$ cat config.mk
export PLATFORM = sky130hd
export DESIGN_NAME = pixel_frame_loader
export DESIGN_NICKNAME = d
export VERILOG_FILES = /design/src/rtl/pixel_frame_loader.sv
export SDC_FILE = /design/constraint.sdc
export NUM_CORES = 1
export LEC_CHECK = 0
export BUFFER_PORTS_ARGS = -buffer_cell sky130_fd_sc_hd__buf_2
export CELL_PAD_IN_SITES_DETAIL_PLACEMENT = 0
export CELL_PAD_IN_SITES_GLOBAL_PLACEMENT = 2
export CORE_UTILIZATION = 31
export DETAILED_ROUTE_END_ITERATION = 10
export GPL_TIMING_DRIVEN = 0
export PLACE_DENSITY = 0.77
export SYNTH_ARGS = -nofsm -noshare
export SYNTH_HDL_FRONTEND = slang
export SYNTH_SLANG_ARGS = --single-unit
$ cat constraint.sdc
create_clock -name clk -period 2 [get_ports clk]
set_input_delay 0.1 -clock clk [delete_from_list [all_inputs] [get_ports clk]]
set_output_delay 0.1 -clock clk [all_outputs]
set_load 0.005 [all_outputs]
$ cat src/rtl/pixel_frame_loader.sv
// Pixel frame loader: collects nine serial pixel bits into a parallel frame
// (X_0..X_8). It presents the frame to the downstream mean/variance stage and
// holds it until that stage acknowledges it. It also counts acknowledged frames.
//
// state | meaning
// ------+-----------------------------------------------------------
// IDLE  | no pixels held, pix_count = 0, ready for the first pixel
// FILL  | 1..8 pixels held, still accepting
// FULL  | 9 pixels held, frame_valid = 1, waiting for frame_ack
module pixel_frame_loader #(
    parameter int FRAME_CNT_W = 8
) (
    input  logic                   clk,
    input  logic                   rst,
    input  logic                   pix_in,
    input  logic                   pix_valid,
    output logic                   pix_ready,
    input  logic                   frame_abort,
    output logic                   X_0,
    output logic                   X_1,
    output logic                   X_2,
    output logic                   X_3,
    output logic                   X_4,
    output logic                   X_5,
    output logic                   X_6,
    output logic                   X_7,
    output logic                   X_8,
    output logic                   frame_valid,
    input  logic                   frame_ack,
    output logic [3:0]             pix_count,
    output logic [FRAME_CNT_W-1:0] frames_done
);

    typedef enum logic [1:0] {
        IDLE = 2'd0,
        FILL = 2'd1,
        FULL = 2'd2
    } state_t;

    state_t     state;
    state_t     state_nxt;
    logic [8:0] pix_reg;
    logic       accept;
    logic       ack_take;

    // pix_ready comes only from the state register, so abort is the only
    // input that can veto an accept.
    assign accept   = pix_valid && pix_ready && !frame_abort;
    assign ack_take = (state == FULL) && frame_ack && !frame_abort;

    // State register
    always_ff @(posedge clk) begin
        if (rst) begin
            state <= IDLE;
        end else begin
            state <= state_nxt;
        end
    end

    // Next-state decode; abort overrides every other event
    always_comb begin
        state_nxt = state;
        if (frame_abort) begin
            state_nxt = IDLE;
        end else begin
            case (state)
                IDLE: if (accept) state_nxt = FILL;
                FILL: if (accept && (pix_count == 4'd8)) state_nxt = FULL;
                FULL: if (frame_ack) state_nxt = IDLE;
                default: state_nxt = IDLE;
            endcase
        end
    end

    // Outputs decoded purely from the state register
    always_comb begin
        pix_ready   = (state != FULL);
        frame_valid = (state == FULL);
    end

    // Pixel storage, fill counter and acknowledged-frame counter
    always_ff @(posedge clk) begin
        if (rst) begin
            pix_reg     <= '0;
            pix_count   <= '0;
            frames_done <= '0;
        end else if (frame_abort) begin
            pix_reg   <= '0;
            pix_count <= '0;
        end else if (accept) begin
            // The k-th pixel lands in X_k. Earlier bits stay where they are.
            for (int k = 0; k < 9; k++) begin
                if (pix_count == 4'(k)) pix_reg[k] <= pix_in;
            end
            pix_count <= pix_count + 4'd1;
        end else if (ack_take) begin
            pix_reg     <= '0;
            pix_count   <= '0;
            frames_done <= frames_done + FRAME_CNT_W'(1);
        end
    end

    assign X_0 = pix_reg[0];
    assign X_1 = pix_reg[1];
    assign X_2 = pix_reg[2];
    assign X_3 = pix_reg[3];
    assign X_4 = pix_reg[4];
    assign X_5 = pix_reg[5];
    assign X_6 = pix_reg[6];
    assign X_7 = pix_reg[7];
    assign X_8 = pix_reg[8];

endmodule

==> flow_summary.ini, run 1 <==
[outcome]
status = finished clean

[route]
detail-route-antenna-nets = 0
dr.first_iter.drc_count = 32
drt_first_pass_iters = 4
avgRoutedWirePerCell_um = 12.9
drc = 0
drt-total-wl_um = 2600
vias_per_cell = 4.86
vias = 977

[timing]
rsz0062_at_grt = no
final_max_slew_viol_count = 0
slew_headroom_pct = 77.4
fin_crit_ps = 1660
worst_pin_slew_ps = 339
hold_violations = 0
final.setup.tns_ps = 0
skew_ps = 0.716
setup_viol_count_final = 0
finalCritPeriodShare_pct = 83.2
hold-worst-slack_ps = 64.3
fmax_mhz = 601

[floorplan]
ioPinCount = 29
core-area_um2 = 3470
die_h_um = 63.1
die_width_um = 63.1
initial_core_util_pct = 33.4
die_area_um2 = 3980
rows = 21

[logic_synthesis]
yosys_warnings = 0
synth_top_area_cell = dfxtp_1
synth-seq-cells = 23
synth_seq_area_share_pct = 39.8
synth_cell_type_count = 36
synth_nets = 135
synth.avg_cell_area_um2 = 9.33
synthMuxAreaShare_pct = 7.03
synth_xor_area_share_pct = 5.30
synthesis.area_um2 = 1160
synth_compound_area_share_pct = 7.14
synth_top_area_share_pct = 39.8
synth.top_cells.by_area = dfxtp_1 (40%), mux2i_1 (6.1%), ha_1 (5.4%), nand2_1 (5.2%), xor2_1 (4.5%)
synthAdderAreaFrac_pct = 5.41
synth_top_family_by_area = simple AND/OR/NAND/NOR gates
synthSimpleGateAreaFrac_pct = 31.6
syn_inst = 124

[power]
power_leakage_uw = 0.000623
pwr_density_cell_nw_per_um2 = 574
peakVddDrop_uv = 468
finalPower_uw = 802

[layout]
final_util_pct = 40.3
final_common_cell = buf_2
layout-drive-gt1-share_pct = 29.0
fillers = 380
largest_register_ffs = 9
area_delta_synth_final_pct = 20.6
fin_nets = 167
num_antenna_cells = 0
fin_area_um2 = 1400
final_cell_mix = buf_2 (29), dfxtp_1 (23), nand2_1 (16)

[clocking]
cts_max_level = 1
clk_pin_slew_ps = 80
post_cts_buffers = 0
cts_hold_buf = 0
clkLatencyLatePin_ps = 270
ctsResizeCount = 0
clkSinkCount = 23
cts.path.max_buffers = 2
numCtsBuffers = 3
cts_tree = built
root_buffer = clkbuf_8

[global_routing]
grt_start_max_net_pins = 14
grt_antenna_before_repair = 0
grt_pass1_vias = 967
grt_remaining_overflow = 0
grt_first_pass_wirelength_um = 4570
grt.total_usage_pct = 14.2

[critical_path]
cp-end-kind = flop
crit_path_max_fanout = 7
cp.required_ps = 2170
reg2reg_depth = 5
path_class = flop to flop
start_kind = flop
critPathArrivalTime_ps = 1830

[min_path]
hp-class = input pin to flop
hold_path_depth = 2

[job]
max_cap_violations = 0

[place]
port-buffer-count = 27
dp_hpwl_um = 1970
gp_congestion = 0.756
dpl_cell_area_um2 = 1350
kinds of logic after synthesis:
kind of cell | count (synthesis)
AND/OR/NAND/NOR | 62
XOR/XNOR | 7
AO/OA/AOI/OAI | 11
buffers and inverters | 8
flip-flops | 23
multiplexers | 8
adder cells (fa/ha/maj) | 5
critical path, stage by stage (launching register included):
cell and delay (ps):
dfxtp_1 460, inv_1 100, ha_1 260, nor2b_1 180, and3_1 220, a2111oi_2 350
final cells by class:
class | instances | area [um2] | area share [%]
Multi-Input combinational cell | 93 | 653 | 46.8
Sequential cell | 23 | 460 | 33.0
Timing Repair Buffer | 27 | 135 | 9.68
Tap cell | 46 | 57.6 | 4.12
Clock buffer | 3 | 41.3 | 2.96
Buffer | 4 | 28.8 | 2.06
Inverter | 4 | 15.0 | 1.08
Clock inverter | 1 | 5.00 | 0.358
power breakdown:
group	internal (uW)	leakage (uW)	total (uW)	switching, uW
logic	16.8	0.000412	44.9	28.1
clock network	139	0.0000255	294	154
registers	460	0.000185	463	3.42
cell usage after synthesis, drive strengths merged:
cell and instances:
and3b 2, nor3 2, a31oi 1, nand3 8, mux2 1, xnor2 1
and3 2, nand4bb 1, dfxtp 23, xor2 6, a22oi 1, a21oi 6
a31o 1, buf 4, ha 5, inv 4, nor2 15, nand2b 2
mux2i 7, nand3b 2, nor2b 3, nor4 1, or2 1, and4bb 1
and4 1, a311oi 1, nand2 16, a2111oi 1, nand4 5
layer usage:
metal / vias up / part of all wire [%] / track usage (%)
met5: - / 0 / 0
met4: 0 / 1.0 / 3.49
met3: 5 / 5.0 / 3.62
met2: 25 / 45 / 23.8
met1: 449 / 49 / 18.0
li1: 498 / - / -
path summary, 6_finish.rpt:
check                       startpoint  slack [ps]                 endpoint
max          pix_count[0]$_SDFFE_PP0P_         340    state[0]$_SDFFE_PP0P_
min                          pix_valid          60    state[0]$_SDFFE_PP0P_
max reg2reg  pix_count[0]$_SDFFE_PP0P_         340    state[0]$_SDFFE_PP0P_
min reg2reg    pix_reg[5]$_SDFFE_PP0P_         460  pix_reg[5]$_SDFFE_PP0P_
stage by stage:
step / std cells / worst slack, ps
after detailed placement: 197 / 349
final: 201 / 335
after CTS: 201 / 327
after floorplan: 124 / 513
after global placement: 197 / 403
after global routing: 201 / 225
Power figures use the tool's default switching activity.
==> run 2, diff against run 1 <==
==> constraint.sdc (replaced) <==
create_clock -name clk -period 1.6 [get_ports clk]
set_input_delay 0.08 -clock clk [delete_from_list [all_inputs] [get_ports clk]]
set_output_delay 0.08 -clock clk [all_outputs]
set_load 0.005 [all_outputs]
==> flow_summary.ini, run 2 (same netlist as run 1, synthesis figures left out) <==
[layout]
num_antenna_cells = 0
largest_register_ffs = 9
final_common_cell = buf_2
final_cell_mix = buf_2 (29), dfxtp_1 (21), nand2_1 (16)
fin_nets = 167
layout-drive-gt1-share_pct = 31.0
seq_area_um2 = 468
fillers = 380
area_delta_synth_final_pct = 21.5
final_util_pct = 40.5
multi_input_area_um2 = 656

[global_routing]
grt_first_pass_wirelength_um = 4570
grt.total_usage_pct = 14.2
grt_pass1_vias = 967
grt_antenna_before_repair = 0
grt_start_max_net_pins = 14
grt_remaining_overflow = 0

[critical_path]
path_class = flop to flop
setup.worst_path.start = pix_count[0]$_SDFFE_PP0P_
timing.rr.end = state[0]$_SDFFE_PP0P_
crit-reg2reg-launch = pix_count[0]$_SDFFE_PP0P_
crit_chain = inv_1 > ha_2 > nor2b_1 > and3_1 > a2111oi_2
crit_slowest_cell = dfxtp_4
reg2reg_depth = 5
cp-end-kind = flop
max_stage_delay_ps = 390
critPathArrivalTime_ps = 1660
cp.required_ps = 1770
crit_family = flip-flops
crit_path_end = state[0]$_SDFFE_PP0P_
start_kind = flop
worst-path-buf-inv = 1
r2r_slack_ps = 100
cp_num_cells = 5
crit_path_max_fanout = 7

[timing]
skew_ps = 0.847
hold_violations = 0
rsz0062_at_grt = no
slew_headroom_pct = 77.4
final.setup.tns_ps = 0
setup_viol_count_final = 0
finalCritPeriodShare_pct = 93.6
worst_pin_slew_ps = 339
fmax_mhz = 668
final_max_slew_viol_count = 0
fin_crit_ps = 1500
hold-worst-slack_ps = 44.9

[place]
dp_hpwl_um = 1970
port-buffer-count = 27
gp_congestion = 0.756

[floorplan]
core-area_um2 = 3470
initial_core_util_pct = 33.4
rows = 21
die_width_um = 63.1
ioPinCount = 29
die_area_um2 = 3980
die_h_um = 63.1

[route]
vias_per_cell = 4.85
avgRoutedWirePerCell_um = 12.9
detail-route-antenna-nets = 0
drt-total-wl_um = 2600
dr.first_iter.drc_count = 32
drc = 0
vias = 974
drt_first_pass_iters = 4

[power]
peakVddDrop_uv = 583
power_leakage_uw = 0.000624
pwr_density_cell_nw_per_um2 = 710

[clocking]
cts_hold_buf = 0
numCtsBuffers = 3
clk_pin_slew_ps = 80
root_buffer = clkbuf_8
cts_tree = built
cts_max_level = 1
cts.path.max_buffers = 2
clkLatencyLatePin_ps = 270
clkSinkCount = 23

[min_path]
hp-start = pix_valid
hp-class = input pin to flop

[job]
max_cap_violations = 0

[outcome]
status = finished clean
==> run 2: timing repair <==
item / CTS / global route
setup endpoints to repair: 1 / 1
setup buffers: 0 / 0
gates resized for setup: 2 / 3
hold endpoints to repair: 0 / 0
==> run 2: where the power goes <==
group	internal (uW)	switching, uW	total [uW]
combinational	21.3	35.2	56.5
sequential	572	4.22	576
clock	174	192	367
==> run 2: worst min path at each step <==
stage	end	slack, ps	cells past startpoint
6_report	state[0]$_SDFFE_PP0P_	40	2
3_3_place_gp	state[0]$_SDFFE_PP0P_	320	2
4_1_cts	state[0]$_SDFFE_PP0P_	40	2
3_5_place_dp	state[0]$_SDFFE_PP0P_	340	2
2_1_floorplan	state[0]$_SDFFE_PP0P_	170	1
5_1_grt	state[0]$_SDFFE_PP0P_	50	2
==> run 2: layout make-up <==
class                           count  share of cell area, %
Multi-Input combinational cell     93                   46.6
Sequential cell                    23                   33.3
Timing Repair Buffer               27                   9.61
Tap cell                           46                   4.09
Clock buffer                        3                   2.94
Buffer                              4                   2.05
Inverter                            4                   1.07
Clock inverter                      1                  0.356
==> run 2: stage by stage <==
step / total power (uW) / setup slack [ps] / area, um2 / std cells
global route: 1040 / 27.6 / 1410 / 201
CTS: 1020 / 13.6 / 1400 / 201
detailed placement: 650 / -50.8 / 1350 / 197
global placement: 649 / 3.48 / 1350 / 197
floorplan: 628 / 113 / 1160 / 124
finish: 999 / 103 / 1410 / 201
==> run 2: routing by layer <==
| metal | track usage, % | wire, um | vias to the layer above | share of wire, % |
|---|---|---|---|---|
| met5 | 0 | 0 | - | 0 |
| met4 | 3.49 | 27 | 0 | 1.0 |
| met1 | 18.0 | 1260 | 447 | 49 |
| met2 | 23.8 | 1180 | 25 | 45 |
| met3 | 3.62 | 130 | 5 | 5.0 |
| li1 | - | - | 497 | - |
